File: src/rtl/hit_judge_if.sv
// Frame-rate bus between the game logic and one hit_judge instance:
// attacker/defender geometry in, kill/clash verdicts out.
interface hit_judge_if #(
  parameter int COORD_W = 12
) ();
  logic               frame_tick;
  logic               atk_lunge;
  logic [COORD_W-1:0] atk_tip_x;
  logic [COORD_W-1:0] atk_tip_y;
  logic [COORD_W-1:0] def_x_l;
  logic [COORD_W-1:0] def_x_r;
  logic [COORD_W-1:0] def_y_t;
  logic [COORD_W-1:0] def_y_b;
  logic               def_guard;
  logic [COORD_W-1:0] def_sword_y;
  logic               def_dead;
  logic               kill;
  logic               clash;
  logic               hit_pending;
  logic [7:0]         kills;

  modport master (
    output frame_tick, atk_lunge, atk_tip_x, atk_tip_y,
           def_x_l, def_x_r, def_y_t, def_y_b, def_guard, def_sword_y, def_dead,
    input  kill, clash, hit_pending, kills
  );

  modport slave (
    input  frame_tick, atk_lunge, atk_tip_x, atk_tip_y,
           def_x_l, def_x_r, def_y_t, def_y_b, def_guard, def_sword_y, def_dead,
    output kill, clash, hit_pending, kills
  );
endinterface

File: src/rtl/hit_judge.sv
// Per-frame sword-hit referee: snapshot -> geometry flags -> IDLE/CONFIRM/COOLDOWN
// FSM producing one-cycle kill/clash pulses and a saturating kill counter.
module hit_judge #(
  parameter int COORD_W         = 12,
  parameter int CONFIRM_FRAMES  = 2,
  parameter int CLASH_TOL       = 8,
  parameter int COOLDOWN_FRAMES = 30
) (
  input  logic        clk,
  input  logic        reset,
  input  logic        round_reset,
  hit_judge_if.slave  bus
);

  localparam logic [3:0]       CONF_TGT    = 4'(CONFIRM_FRAMES);
  localparam logic [7:0]       CD_TGT      = 8'(COOLDOWN_FRAMES);
  localparam logic [COORD_W:0] CLASH_TOL_W = (COORD_W + 1)'(CLASH_TOL);

  typedef enum logic [1:0] {
    IDLE     = 2'd0,
    CONFIRM  = 2'd1,
    COOLDOWN = 2'd2
  } state_e;

  typedef struct packed {
    logic               lunge;
    logic [COORD_W-1:0] tip_x;
    logic [COORD_W-1:0] tip_y;
    logic [COORD_W-1:0] x_l;
    logic [COORD_W-1:0] x_r;
    logic [COORD_W-1:0] y_t;
    logic [COORD_W-1:0] y_b;
    logic               guard;
    logic [COORD_W-1:0] sword_y;
    logic               dead;
  } snap_t;

  typedef struct packed {
    logic overlap;
    logic clash;
    logic dead;
    logic lunge;
  } flags_t;

  snap_t  snap_q,  snap_d;
  logic   v1_q,    v1_d;
  flags_t flags_q, flags_d;
  logic   v2_q,    v2_d;

  state_e     state_q,       state_d;
  logic [3:0] conf_cnt_q,    conf_cnt_d;
  logic [7:0] cd_cnt_q,      cd_cnt_d;
  logic       kill_q,        kill_d;
  logic       clash_q,       clash_d;
  logic       hit_pending_q, hit_pending_d;
  logic [7:0] kills_q,       kills_d;

  logic             in_x, in_y, overlap_c;
  logic [COORD_W:0] tip_e, sword_e, dy;
  logic             take_kill;

  // Stage 0/1: snapshot on frame_tick, then geometry flags from the snapshot.
  always_comb begin
    // NOTE: every always_comb output is given a default first so no path can infer a latch.
    v1_d   = bus.frame_tick;
    snap_d = snap_q;
    if (bus.frame_tick) begin
      snap_d = '{lunge:   bus.atk_lunge,
                 tip_x:   bus.atk_tip_x,
                 tip_y:   bus.atk_tip_y,
                 x_l:     bus.def_x_l,
                 x_r:     bus.def_x_r,
                 y_t:     bus.def_y_t,
                 y_b:     bus.def_y_b,
                 guard:   bus.def_guard,
                 sword_y: bus.def_sword_y,
                 dead:    bus.def_dead};
    end

    // An inverted box fails one of the two comparisons and so never overlaps.
    in_x      = (snap_q.x_l <= snap_q.tip_x) && (snap_q.tip_x <= snap_q.x_r);
    in_y      = (snap_q.y_t <= snap_q.tip_y) && (snap_q.tip_y <= snap_q.y_b);
    overlap_c = snap_q.lunge && in_x && in_y;
    tip_e     = {1'b0, snap_q.tip_y};
    sword_e   = {1'b0, snap_q.sword_y};
    dy        = (tip_e >= sword_e) ? (tip_e - sword_e) : (sword_e - tip_e);

    v2_d    = v1_q;
    flags_d = flags_q;
    if (v1_q) begin
      flags_d.overlap = overlap_c;
      flags_d.clash   = overlap_c && snap_q.guard && (dy <= CLASH_TOL_W);
      flags_d.dead    = snap_q.dead;
      flags_d.lunge   = snap_q.lunge;
    end
  end

  // Stage 2: referee FSM, evaluated once per valid frame.
  always_comb begin
    state_d    = state_q;
    conf_cnt_d = conf_cnt_q;
    cd_cnt_d   = cd_cnt_q;
    kill_d     = 1'b0;
    clash_d    = 1'b0;
    kills_d    = kills_q;
    take_kill  = 1'b0;

    if (v2_q) begin
      unique case (state_q)
        IDLE: begin
          if (flags_q.dead) begin
            state_d = IDLE;
          end else if (flags_q.clash) begin
            clash_d  = 1'b1;
            cd_cnt_d = '0;
            state_d  = COOLDOWN;
          end else if (flags_q.overlap) begin
            if (CONF_TGT == 4'd1) begin
              take_kill = 1'b1;
            end else begin
              conf_cnt_d = 4'd1;
              state_d    = CONFIRM;
            end
          end
        end
        CONFIRM: begin
          if (flags_q.dead || !flags_q.overlap) begin
            conf_cnt_d = '0;
            state_d    = IDLE;
          end else if (flags_q.clash) begin
            clash_d    = 1'b1;
            cd_cnt_d   = '0;
            conf_cnt_d = '0;
            state_d    = COOLDOWN;
          end else if (conf_cnt_q + 4'd1 >= CONF_TGT) begin
            take_kill = 1'b1;
          end else begin
            conf_cnt_d = conf_cnt_q + 4'd1;
          end
        end
        COOLDOWN: begin
          // The attacker must retract after the wait before the judge re-arms.
          if (cd_cnt_q >= CD_TGT && !flags_q.lunge) begin
            state_d = IDLE;
          end else if (cd_cnt_q < CD_TGT) begin
            cd_cnt_d = cd_cnt_q + 8'd1;
          end
        end
        default: state_d = IDLE;
      endcase

      if (take_kill) begin
        kill_d     = 1'b1;
        kills_d    = (kills_q == 8'hFF) ? kills_q : kills_q + 8'd1;
        cd_cnt_d   = '0;
        conf_cnt_d = '0;
        state_d    = COOLDOWN;
      end
    end

    hit_pending_d = (state_d == CONFIRM);
  end

  always_ff @(posedge clk) begin
    // NOTE: sequential state uses non-blocking assignments so every flop samples pre-edge values.
    if (reset) begin
      snap_q        <= '0;
      v1_q          <= 1'b0;
      flags_q       <= '0;
      v2_q          <= 1'b0;
      state_q       <= IDLE;
      conf_cnt_q    <= '0;
      cd_cnt_q      <= '0;
      kill_q        <= 1'b0;
      clash_q       <= 1'b0;
      hit_pending_q <= 1'b0;
      kills_q       <= '0;
    end else if (round_reset) begin
      snap_q        <= '0;
      v1_q          <= 1'b0;
      flags_q       <= '0;
      v2_q          <= 1'b0;
      state_q       <= IDLE;
      conf_cnt_q    <= '0;
      cd_cnt_q      <= '0;
      kill_q        <= 1'b0;
      clash_q       <= 1'b0;
      hit_pending_q <= 1'b0;
    end else begin
      snap_q        <= snap_d;
      v1_q          <= v1_d;
      flags_q       <= flags_d;
      v2_q          <= v2_d;
      state_q       <= state_d;
      conf_cnt_q    <= conf_cnt_d;
      cd_cnt_q      <= cd_cnt_d;
      kill_q        <= kill_d;
      clash_q       <= clash_d;
      hit_pending_q <= hit_pending_d;
      kills_q       <= kills_d;
    end
  end

  assign bus.kill        = kill_q;
  assign bus.clash       = clash_q;
  assign bus.hit_pending = hit_pending_q;
  assign bus.kills       = kills_q;

endmodule

File: src/flat_wrapper.sv
// flat-port wrapper written by rule: the top's interface ports become plain ports
module hit_judge_flat 
#(
  parameter int COORD_W         = 12,
  parameter int CONFIRM_FRAMES  = 2,
  parameter int CLASH_TOL       = 8,
  parameter int COOLDOWN_FRAMES = 30
)
  (clk, reset, round_reset, bus_frame_tick, bus_atk_lunge, bus_atk_tip_x, bus_atk_tip_y, bus_def_x_l, bus_def_x_r, bus_def_y_t, bus_def_y_b, bus_def_guard, bus_def_sword_y, bus_def_dead, bus_kill, bus_clash, bus_hit_pending, bus_kills);
  hit_judge_if #(.COORD_W(COORD_W)) bus_i ();
  input  logic clk;
  input  logic reset;
  input  logic round_reset;
  input wire logic [$bits(bus_i.frame_tick)-1:0] bus_frame_tick;
  input wire logic [$bits(bus_i.atk_lunge)-1:0] bus_atk_lunge;
  input wire logic [$bits(bus_i.atk_tip_x)-1:0] bus_atk_tip_x;
  input wire logic [$bits(bus_i.atk_tip_y)-1:0] bus_atk_tip_y;
  input wire logic [$bits(bus_i.def_x_l)-1:0] bus_def_x_l;
  input wire logic [$bits(bus_i.def_x_r)-1:0] bus_def_x_r;
  input wire logic [$bits(bus_i.def_y_t)-1:0] bus_def_y_t;
  input wire logic [$bits(bus_i.def_y_b)-1:0] bus_def_y_b;
  input wire logic [$bits(bus_i.def_guard)-1:0] bus_def_guard;
  input wire logic [$bits(bus_i.def_sword_y)-1:0] bus_def_sword_y;
  input wire logic [$bits(bus_i.def_dead)-1:0] bus_def_dead;
  output wire logic [$bits(bus_i.kill)-1:0] bus_kill;
  output wire logic [$bits(bus_i.clash)-1:0] bus_clash;
  output wire logic [$bits(bus_i.hit_pending)-1:0] bus_hit_pending;
  output wire logic [$bits(bus_i.kills)-1:0] bus_kills;
  assign bus_i.frame_tick = bus_frame_tick;
  assign bus_i.atk_lunge = bus_atk_lunge;
  assign bus_i.atk_tip_x = bus_atk_tip_x;
  assign bus_i.atk_tip_y = bus_atk_tip_y;
  assign bus_i.def_x_l = bus_def_x_l;
  assign bus_i.def_x_r = bus_def_x_r;
  assign bus_i.def_y_t = bus_def_y_t;
  assign bus_i.def_y_b = bus_def_y_b;
  assign bus_i.def_guard = bus_def_guard;
  assign bus_i.def_sword_y = bus_def_sword_y;
  assign bus_i.def_dead = bus_def_dead;
  assign bus_kill = bus_i.kill;
  assign bus_clash = bus_i.clash;
  assign bus_hit_pending = bus_i.hit_pending;
  assign bus_kills = bus_i.kills;
  hit_judge #(.COORD_W(COORD_W), .CONFIRM_FRAMES(CONFIRM_FRAMES), .CLASH_TOL(CLASH_TOL), .COOLDOWN_FRAMES(COOLDOWN_FRAMES)) u_core (.clk(clk), .reset(reset), .round_reset(round_reset), .bus(bus_i));
endmodule
File: config.mk
export PLATFORM = sky130hd
export DESIGN_NAME = hit_judge_flat
export DESIGN_NICKNAME = d
export VERILOG_FILES = /design/src/rtl/hit_judge_if.sv /design/src/rtl/hit_judge.sv /design/src/flat_wrapper.sv
export SDC_FILE = /design/constraint.sdc
export NUM_CORES = 1
export LEC_CHECK = 0
export CAP_MARGIN = 20
export CELL_PAD_IN_SITES_DETAIL_PLACEMENT = 2
export CELL_PAD_IN_SITES_GLOBAL_PLACEMENT = 2
export CORE_MARGIN = 5
export CORE_UTILIZATION = 33
export CTS_CLUSTER_SIZE = 30
export DETAILED_ROUTE_END_ITERATION = 6
export HOLD_SLACK_MARGIN = 0.15
export PLACE_DENSITY_LB_ADDON = 0.1
export SETUP_SLACK_MARGIN = 0.05
export SLEW_MARGIN = 20
export SYNTH_ARGS = -nofsm -noshare
export SYNTH_HDL_FRONTEND = slang
export SYNTH_SLANG_ARGS = --single-unit
File: constraint.sdc
create_clock -name clk -period 3.3 [get_ports clk]
set_input_delay 0.495 -clock clk [delete_from_list [all_inputs] [get_ports clk]]
set_output_delay 0.495 -clock clk [all_outputs]
set_load 0.02 [all_outputs]
==> reports/summary.txt, run 1 <==
Status - complete, no violations
Tightest Pin Transition - 0.717 ns
Die height - 152 µm
Flop pwr share - 37.2%
Leakage - 0.00365 µW
Cells after Synth - 749
Net count, final - 1013
Synth-to-Final Area Change - 28.6%
Post-synth top flop - dfxtp_1
Most common cell after layout, fill and taps aside - dfxtp_1
Seq cells post-synth - 118
CTS hold repair buffers - 0
Comb pwr share - 15.3%
Grt ovf - 0
Most frequent cells in the layout - dfxtp_1, nor2_1, clkdlybuf4s50_1, mux2i_1, ha_1
Max incr delay on CP - 0.50 ns
Crit path max-delay cell type - o41a_1
Vias - 5649
Final wirelength - 20600 µm
Synth Warn # - 0
First drt pass iteration count - 4
Clk buf depth - 2
Port Buf Inserts - 101
TritonCTS clock tree - yes
Fin crit share - 88.1%
# Post-CTS Setup Buffers - 0
Setup crit start kind - register
Initial drt markers - 121
PwrDens - 471 nW/µm²
Critical Path RT - 3.63 ns
Peak supply drop - 0.323 mV
Via/cell ratio - 5.03
Placed inst area - 7910 µm²
Buf/Inv on CP - 1
IO Pins - 102
Cell Chain, Critical Path - inv_1 > ha_1 > and3_1 > nand3_1 > o41a_1 > o311a_1 > or3_1 > a21oi_1 > o22ai_1 > a311oi_1
CTS clk-pin slew, worst paths - 0.06 ns
Count of different cell masters after synthesis - 51
Initial Util - 33.8%
Critical setup path kind - register to register
Switch share - 26.5%
Mapped Area - 6620 µm²
Vias in the first global route - 6380
Crit path time final - 2.91 ns
Top delay family on crit path - compound AO/OA/AOI/OAI gates
Post-Syn Nets - 917
Final instance area - 8520 µm²
Largest net degree at the start of global routing - 65
HP Class - register to register
Hold WS - 0.497 ns
Layout cells sized above 1 - 5.83%
Root Driver - clkbuf_16
Skew-Pair Late Insertion Delay - 0.42 ns
Final setup skew - 0.00715 ns
Worst setup EP type - register
Global-route usage over all layers - 18.7%
Die X - 152 µm
Post-CTS Resized - 0
Final Hold Fails - 0
GP Congestion - 0.800
Final setup fails - 0
Mapped Avg Cell Area - 8.84 µm²
Relative slew margins - 51.0%
Core Box Area - 19600 µm²
Die area - 23000 µm²
TritonCTS Sinks - 118
Initial antenna violation count - 0
Clock Power Share - 47.5%
RSZ-0062 raised after global routing - no
Critical path fanouts, max - 9
Design Power - 4010 µW
DR DRC count - 0
Fmax - 0.344 GHz
Post-DP HPWL - 16000 µm
Row cnt - 51
# fillers - 2149
Max Slew Vio Count - 0
Pint - 2950 µW
Seq/Total Area, Yosys - 35.7%
H-tree levels - 4
Worst EP arrival - 3.23 ns
Switching Power - 1060 µW
Max-Cap Viols - 0
Fin Setup TNS - 0 ns
Final ANT Viol Nets - 0
WL per Instance - 18.4 µm
Async SR Flop Fraction - 0%
Number of CTS-inserted buffers - 17
Global-route wire length before repair - 33400 µm
Post-synth EDFFs - 0
# diodes - 0
[metal layers]
metal  GRT usage [%]  part of all wire, %  vias to the layer above
met1            23.9                   47                     2772
li1                -                    -                     2781
met2            32.5                   49                       80
met3            3.42                  2.7                       16
met5               0                    0                        -
met4            4.45                  1.1                        0
[power by group through the flow]
stage	combinational (µW)	clock (µW)	sequential, µW
2_1_floorplan	383	0	1510
3_3_place_gp	585	0	1520
3_5_place_dp	611	0	1520
4_1_cts	619	1950	1490
5_1_grt	673	2030	1500
6_report	613	1900	1490
[logic make-up after synthesis]
logic type,count (synthesis),synth area share [%]
adders and majority gates,77,14.6
xor gates and xnor gates,15,1.98
muxes,99,15.1
AOI/OAI and AO/OA,107,10.3
and+or+nand+nor,234,16.5
DFF,118,35.7
buffers and inverters,99,5.84
[state kept, by name (all words and copies together) (netlist names)]
name	flops
u_core.conf_cnt_q	4
u_core.snap_q	87
u_core.cd_cnt_q	8
u_core.bus.kills	8
u_core.bus.clash	1
u_core.bus.hit_pending	1
u_core.v2_q	1
u_core.v1_q	1
u_core.state_q	2
u_core.flags_q	4
u_core.bus.kill	1
[cells in the mapped netlist (2+ instances only)]
| cell type | instances | area [µm²] |
|---|---|---|
| a2111oi_0 | 4 | 35.0 |
| ha_1 | 77 | 963 |
| and2_1 | 4 | 25.0 |
| nand4_1 | 18 | 113 |
| a41oi_1 | 2 | 17.5 |
| o22ai_1 | 4 | 25.0 |
| a21o_1 | 10 | 75.1 |
| nand2_1 | 22 | 82.6 |
| o21bai_1 | 2 | 15.0 |
| o211ai_1 | 4 | 30.0 |
| o21a_1 | 4 | 30.0 |
| xor2_1 | 12 | 105 |
| nor2b_1 | 11 | 68.8 |
| a211oi_1 | 6 | 45.0 |
| buf_4 | 2 | 15.0 |
| nor4_1 | 2 | 12.5 |
| or3_1 | 6 | 37.5 |
| a21oi_1 | 41 | 205 |
| o311a_1 | 2 | 20.0 |
| xnor2_1 | 3 | 26.3 |
| nor3_1 | 9 | 45.0 |
| a31oi_1 | 3 | 18.8 |
| mux2i_1 | 95 | 951 |
| mux2_2 | 3 | 33.8 |
| clkbuf_1 | 25 | 93.8 |
| nand3_1 | 19 | 95.1 |
| inv_1 | 68 | 255 |
| nand2b_1 | 7 | 43.8 |
| o21ai_0 | 14 | 70.1 |
| or2_2 | 3 | 18.8 |
| dfxtp_1 | 118 | 2360 |
| nor2_1 | 116 | 435 |
| and3_1 | 13 | 81.3 |
| buf_1 | 3 | 11.3 |
[worst min-delay path, delay by kind of cell, from the launching register on]
family,cells,cell delay (ns)
AND/OR/NAND/NOR,1,0.07
multiplexers,1,0.06
flip-flops,1,0.33
[cell type report]
type	count	area [µm²]	area share, %
clock buffer	20	467	5.48
clock inverter	12	143	1.67
inverter	68	255	3.00
multi-input combinational	532	3870	45.5
sequential	118	2360	27.7
tap	265	332	3.89
timing repair buffer	108	1090	12.8
[path summary, 6_finish.rpt]
| path | startpoint | slack [ns] | end | cells past startpoint |
|---|---|---|---|---|
| setup / recovery | u_core.snap_q[10]$_SDFFE_PP0P_ | 0.39 | u_core.flags_q[2]$_SDFFE_PP0P_ | 10 |
| hold / removal | u_core.snap_q[25]$_SDFFE_PP0P_ | 0.50 | u_core.snap_q[25]$_SDFFE_PP0P_ | 2 |
| setup reg to reg | u_core.snap_q[10]$_SDFFE_PP0P_ | 0.39 | u_core.flags_q[2]$_SDFFE_PP0P_ | 10 |
| hold reg to reg | u_core.snap_q[25]$_SDFFE_PP0P_ | 0.50 | u_core.snap_q[25]$_SDFFE_PP0P_ | 2 |
[stage by stage]
stage	cells	setup WS [ns]	util (%)
2_1_floorplan	749	0.810	-
3_3_place_gp	1091	0.597	40.4
3_5_place_dp	1091	0.472	40.4
4_1_cts	1123	0.412	43.5
5_1_grt	1123	0.245	43.5
6_report	1123	0.393	43.5
No activity file was read; power rests on OpenSTA's default activity.
==> inputs of run 2 (changes only) <==
GPL_TIMING_DRIVEN = 0   (was unset)
==> run 2 against run 1 <==
Net effect: worst setup slack better by 0.019 ns; global-route usage increased by 0.93 points; wire length increased by 5.0%; flip-flop and latch count is the same; via count up 3.2%; first-iteration DRC count increased by 28%; sequential share of layout area decreased by 0.13 points; die area unchanged; largest cell class unchanged.
==> reports/summary.txt, run 2 (synthesis gave the netlist of run 1 again) <==
Largest Register - u_core.snap_q
Top delay family on crit path - compound AO/OA/AOI/OAI gates
Flip-flop count of the largest register after layout - 87 (unchanged)
Global-route wire length before repair - 35100 µm (+5.2%)
Post-CTS Resized - 0 (unchanged)
Die X - 152 µm (unchanged)
Peak supply drop - 0.345 mV (+6.6%)
GP Congestion - 0.825 (+3.0%)
Area of the multi-input gates - 3870 µm² (unchanged)
Final wirelength - 21700 µm (+5.0%)
Global-route usage over all layers - 19.6% (+0.93 points)
Pint - 2980 µW (+1.2%)
# Post-CTS Setup Buffers - 0 (unchanged)
R2R depth - 11 (+1)
Final setup fails - 0 (unchanged)
Crit path time final - 2.89 ns (-0.0186 ns)
Relative slew margins - 37.6% (-13 points)
Most common cell after layout, fill and taps aside - dfxtp_1
Worst EP arrival - 3.21 ns (-0.02 ns)
Worst setup EP type - register
Layout cells sized above 1 - 5.11% (-0.71 points)
DR DRC count - 0 (unchanged)
Largest net degree at the start of global routing - 17 (-74%)
CTS hold repair buffers - 0 (unchanged)
# fillers - 2175 (+1.2%)
Final setup skew - 0.00727 ns (+0.000116 ns)
TritonCTS clock tree - yes
Skew-Pair Late Insertion Delay - 0.41 ns (about the same)
Most frequent cells in the layout - dfxtp_1, nor2_1, clkdlybuf4s50_1, mux2i_1, ha_1
Critical Path RT - 3.62 ns (about the same)
Net count, final - 1035 (+2.2%)
Fin crit share - 87.5% (-0.56 points)
Max Slew Vio Count - 0 (unchanged)
H-tree levels - 4 (unchanged)
Via/cell ratio - 5.09 (+1.2%)
Register Area - 2360 µm² (unchanged)
IO Pins - 102 (unchanged)
Vias in the first global route - 6537 (+2.5%)
Core Box Area - 19600 µm² (unchanged)
Initial Util - 33.8% (unchanged)
Root Driver - clkbuf_16
Flop pwr share - 36.9% (-0.3 points)
Fin Setup TNS - 0 ns (unchanged)
WL per Instance - 18.9 µm (+3.0%)
Number of CTS-inserted buffers - 17 (unchanged)
Setup crit start kind - register
Grt ovf - 0 (unchanged)
Max-Cap Viols - 0 (unchanged)
Row cnt - 51 (unchanged)
Fmax - 0.346 GHz (+0.64%)
PwrDens - 474 nW/µm² (+0.70%)
Vias - 5829 (+3.2%)
Clock Power Share - 47.7% (+0.2 points)
Comb pwr share - 15.5% (+0.2 points)
Switch share - 26.5% (about the same)
RSZ-0062 raised after global routing - no
Critical path fanouts, max - 9 (unchanged)
WHS Path Cells - 2 (unchanged)
Buf/Inv on CP - 2 (+1)
TritonCTS Sinks - 118 (unchanged)
Switching Power - 1080 µW (+1.2%)
Max incr delay on CP - 0.52 ns (+0.02 ns)
HP Class - input port to register
Final Hold Fails - 0 (unchanged)
Synth-to-Final Area Change - 29.2%
Die area - 23000 µm² (unchanged)
Initial antenna violation count - 2 (+2)
Cell Chain, Critical Path - ha_1 > buf_4 > and3_1 > nand3_1 > o41a_1 > o311a_1 > buf_6 > or3_1 > a21oi_1 > o22ai_1 > a311oi_1
Post-DP HPWL - 17200 µm (+7.5%)
Clk buf depth - 2 (unchanged)
Stages on worst setup path - 11 (+1)
# diodes - 0 (unchanged)
Crit path max-delay cell type - o41a_1
Leakage - 0.00364 µW (-0.35%)
Die height - 152 µm (unchanged)
CTS clk-pin slew, worst paths - 0.06 ns (about the same)
Status - complete, no violations
Port Buf Inserts - 99 (-2.0%)
Final ANT Viol Nets - 0 (unchanged)
Critical setup path kind - register to register
First drt pass iteration count - 4 (unchanged)
Hold WS - 0.460 ns (-0.0376 ns)
Initial drt markers - 155 (+28%)
Tightest Pin Transition - 0.936 ns (+0.219 ns)
-- run 2: cell count changes in the layout (fill, tap and decap cells not counted) --
cell / before / now
buf_1: 0 / 3
clkinv_2: 1 / 2
bufinv_16: 2 / 3
buf_12: 2 / 0
clkinv_4: 5 / 2
buf_4: 6 / 2
buf_6: 0 / 1
clkbuf_8: 3 / 1
clkinvlp_4: 1 / 4
clkbuf_1: 0 / 25
clkdlybuf4s50_1: 100 / 99
-- run 2: area by class of cell --
cell class,count,area share (%)
multi-input combinational,532,45.2
clock buffer,18,5.13
buffer,31,1.54
inverter,68,2.98
sequential,118,27.6
clock inverter,14,2.03
tap,265,3.88
timing repair buffer,99,11.6
-- run 2: worst paths after layout --
| check | start | endpoint | slack, ns |
|---|---|---|---|
| worst max-delay path | u_core.snap_q[70]$_SDFFE_PP0P_ | u_core.flags_q[2]$_SDFFE_PP0P_ | 0.41 |
| worst min-delay path | reset | u_core.bus.kills[7]$_SDFFE_PP0P_ | 0.46 |
| worst max register to register | u_core.snap_q[70]$_SDFFE_PP0P_ | u_core.flags_q[2]$_SDFFE_PP0P_ | 0.41 |
| worst min register to register | u_core.flags_q[3]$_SDFFE_PP0P_ | u_core.flags_q[3]$_SDFFE_PP0P_ | 0.50 |
-- run 2: power groups by stage --
stage | logic (µW) | registers [µW] | clock network [µW]
floorplan | 383 | 1510 | 0
CTS | 635 | 1500 | 1980
detailed placement | 624 | 1530 | 0
finish | 627 | 1500 | 1930
global route | 692 | 1500 | 2040
global placement | 593 | 1520 | 0
-- run 2: layer usage --
| metal | wire length (µm) | track usage (%) | share of wire (%) | up-vias |
|---|---|---|---|---|
| met5 | 27 | 0 | 0.12 | - |
| met4 | 202 | 4.09 | 0.93 | 4 |
| met3 | 660 | 3.78 | 3.0 | 19 |
| met2 | 10900 | 34.6 | 50 | 87 |
| met1 | 9920 | 24.8 | 46 | 2883 |
| li1 | - | - | - | 2836 |
-- run 2: through the flow --
stage               total power, µW  instance area (µm²)  utilization (%)  setup WS, ns  instances
floorplan                      1890                 6620                -         0.810        749
finish                         4060                 8560             43.7         0.412       1145
CTS                            4110                 8560             43.7         0.356       1145
global placement               2120                 7940             40.5         0.401       1113
detailed placement             2150                 7940             40.5         0.395       1113
global route                   4230                 8560             43.7         0.218       1145
==> inputs of run 3 (changes only) <==
CAP_MARGIN = 0   (was 20)
MAX_ROUTING_LAYER = met4   (was unset)
==> run 3 against run 2 <==
Net effect: via count is 0.74% lower; combinational power hardly changed; global-route usage is 0.30 points higher; critical endpoint unchanged; first-iteration DRC count is 25% higher; highest routed layer is now met4; clock skew is 0.0012 ns higher.
==> reports/summary.txt, run 3 (synthesis gave the netlist of run 1 again) <==
HP Class - input port to register
TritonCTS clock tree - yes
Cell Chain, Critical Path - ha_1 > a21o_1 > nand3_1 > a21oi_1 > a2111oi_0 > o22ai_1 > or3_1 > o21a_1 > a311oi_1
Largest Register - u_core.snap_q
R2R Path End - u_core.flags_q[2]$_SDFFE_PP0P_
R2R depth - 9 (-2)
Final wirelength - 21400 µm (-1.4%)
# Post-CTS Setup Buffers - 0 (unchanged)
H-tree levels - 4 (unchanged)
Global-route wire length before repair - 34500 µm (-1.8%)
RSZ-0062 raised after global routing - no
Fin crit share - 92.6% (+5.1 points)
Final setup fails - 0 (unchanged)
TritonCTS Sinks - 118 (unchanged)
Max Slew Vio Count - 0 (unchanged)
Crit. Startpoint - u_core.snap_q[67]$_SDFFE_PP0P_
Crit path time final - 3.06 ns (+0.169 ns)
Buf/Inv on CP - 0 (-2)
Crit path max-delay cell type - a2111oi_0
Net count, final - 1035 (unchanged)
Layout cells sized above 1 - 5.11% (unchanged)
DR DRC count - 0 (unchanged)
Worst EP arrival - 3.38 ns (+0.17 ns)
Worst hold endpoint - u_core.bus.kills[0]$_SDFFE_PP0P_
Reg2reg start - u_core.snap_q[67]$_SDFFE_PP0P_
Final core utilization - 43.6% (about the same)
WL per Instance - 18.6 µm (-1.5%)
Setup crit start kind - register
Reg-to-reg slack, setup - 0.24 ns (-0.17 ns)
Initial antenna violation count - 1 (-1)
GP Congestion - 0.866 (+5.0%)
Die area - 23000 µm² (unchanged)
Max incr delay on CP - 0.62 ns (+0.10 ns)
Status - complete, no violations
Final ANT Viol Nets - 0 (unchanged)
Largest net degree at the start of global routing - 17 (unchanged)
Critical Path RT - 3.62 ns (about the same)
Via/cell ratio - 5.05 (-0.82%)
Critical path fanouts, max - 4 (-5)
Initial drt markers - 194 (+25%)
Grt ovf - 0 (unchanged)
Peak supply drop - 0.350 mV (+1.6%)
Hold WS - 0.456 ns (-0.00387 ns)
Vias - 5786 (-0.74%)
Initial Util - 33.8% (unchanged)
CTS clk-pin slew, worst paths - 0.06 ns (about the same)
Skew-Pair Late Insertion Delay - 0.43 ns (+0.02 ns)
Flip-flop count of the largest register after layout - 87 (unchanged)
Fmax - 0.327 GHz (-5.5%)
First drt pass iteration count - 4 (unchanged)
Critical setup path kind - register to register
Vias in the first global route - 6546 (+0.14%)
Leakage - 0.00363 µW (-0.10%)
Fin Setup TNS - 0 ns (unchanged)
Design Power - 4040 µW (-0.34%)
CTS hold repair buffers - 0 (unchanged)
Port Buf Inserts - 99 (unchanged)
IO Pins - 102 (unchanged)
Relative slew margins - 40.7% (+3.1 points)
Row cnt - 51 (unchanged)
Post-DP HPWL - 17000 µm (-1.2%)
Tightest Pin Transition - 0.889 ns (-0.0471 ns)
Max-Cap Viols - 0 (unchanged)
Core Box Area - 19600 µm² (unchanged)
Top delay family on crit path - compound AO/OA/AOI/OAI gates
Global-route usage over all layers - 19.9% (+0.30 points)
Hold Crit Start - reset
Post-CTS Resized - 0 (unchanged)
Number of CTS-inserted buffers - 17 (unchanged)
Most common cell after layout, fill and taps aside - dfxtp_1
Most frequent cells in the layout - dfxtp_1, nor2_1, clkdlybuf4s50_1, mux2i_1, ha_1
Worst setup EP type - register
Final setup skew - 0.00850 ns (+0.00123 ns)
Die X - 152 µm (unchanged)
WHS Path Cells - 2 (unchanged)
Synth-to-Final Area Change - 29.1% (about the same)
Root Driver - clkbuf_16
Die height - 152 µm (unchanged)
Clk buf depth - 2 (unchanged)
Final Hold Fails - 0 (unchanged)
PwrDens - 473 nW/µm² (-0.27%)
## run 3: routing by layer
layer / vias to the layer above / part of all wire, % / GRT usage (%) / routed length [µm]
met5: - / 0 / - / 0
met4: 0 / 1.4 / 5.12 / 293
met3: 18 / 2.5 / 3.60 / 533
met2: 89 / 50 / 33.9 / 10600
met1: 2845 / 46 / 24.4 / 9930
li1: 2834 / - / - / -
## run 3: worst register-to-register path, cell delays in order (launching register included)
cell and delay (ns):
dfxtp_1 0.49, ha_1 0.32, a21o_1 0.18, nand3_1 0.10, a21oi_1 0.08, a2111oi_0 0.62
o22ai_1 0.23, or3_1 0.46, o21a_1 0.21, a311oi_1 0.27
## run 3: area by class of cell
class	count	area [µm²]
fill	2143	11000
sequential	118	2360
antenna	1	2.50
multi-input combinational	532	3870
buffer	31	131
tap	265	332
clock buffer	17	425
inverter	68	255
clock inverter	15	179
timing repair buffer	99	991
## run 3: worst max path at each step
stage	slack (ns)	endpoint	cells past startpoint
2_1_floorplan	0.81	u_core.flags_q[2]$_SDFFE_PP0P_	12
3_3_place_gp	0.40	u_core.flags_q[2]$_SDFFE_PP0P_	9
3_5_place_dp	0.33	u_core.flags_q[2]$_SDFFE_PP0P_	9
4_1_cts	0.26	u_core.flags_q[2]$_SDFFE_PP0P_	9
5_1_grt	0.07	u_core.flags_q[2]$_SDFFE_PP0P_	10
6_report	0.24	u_core.flags_q[2]$_SDFFE_PP0P_	9
## run 3: stage by stage
stage	std cells	worst slack, ns	instance area [µm²]
2_1_floorplan	749	0.810	6620
3_3_place_gp	1113	0.399	7940
3_5_place_dp	1113	0.327	7940
4_1_cts	1145	0.261	8550
5_1_grt	1146	0.0684	8550
6_report	1146	0.243	8550
## run 3: report_power, final
part	leakage, µW	internal, µW	switching [µW]
logic	0.00239	306	318
clock network	0.000286	1190	735
registers	0.000959	1460	34.6
total	0.00363	2960	1090
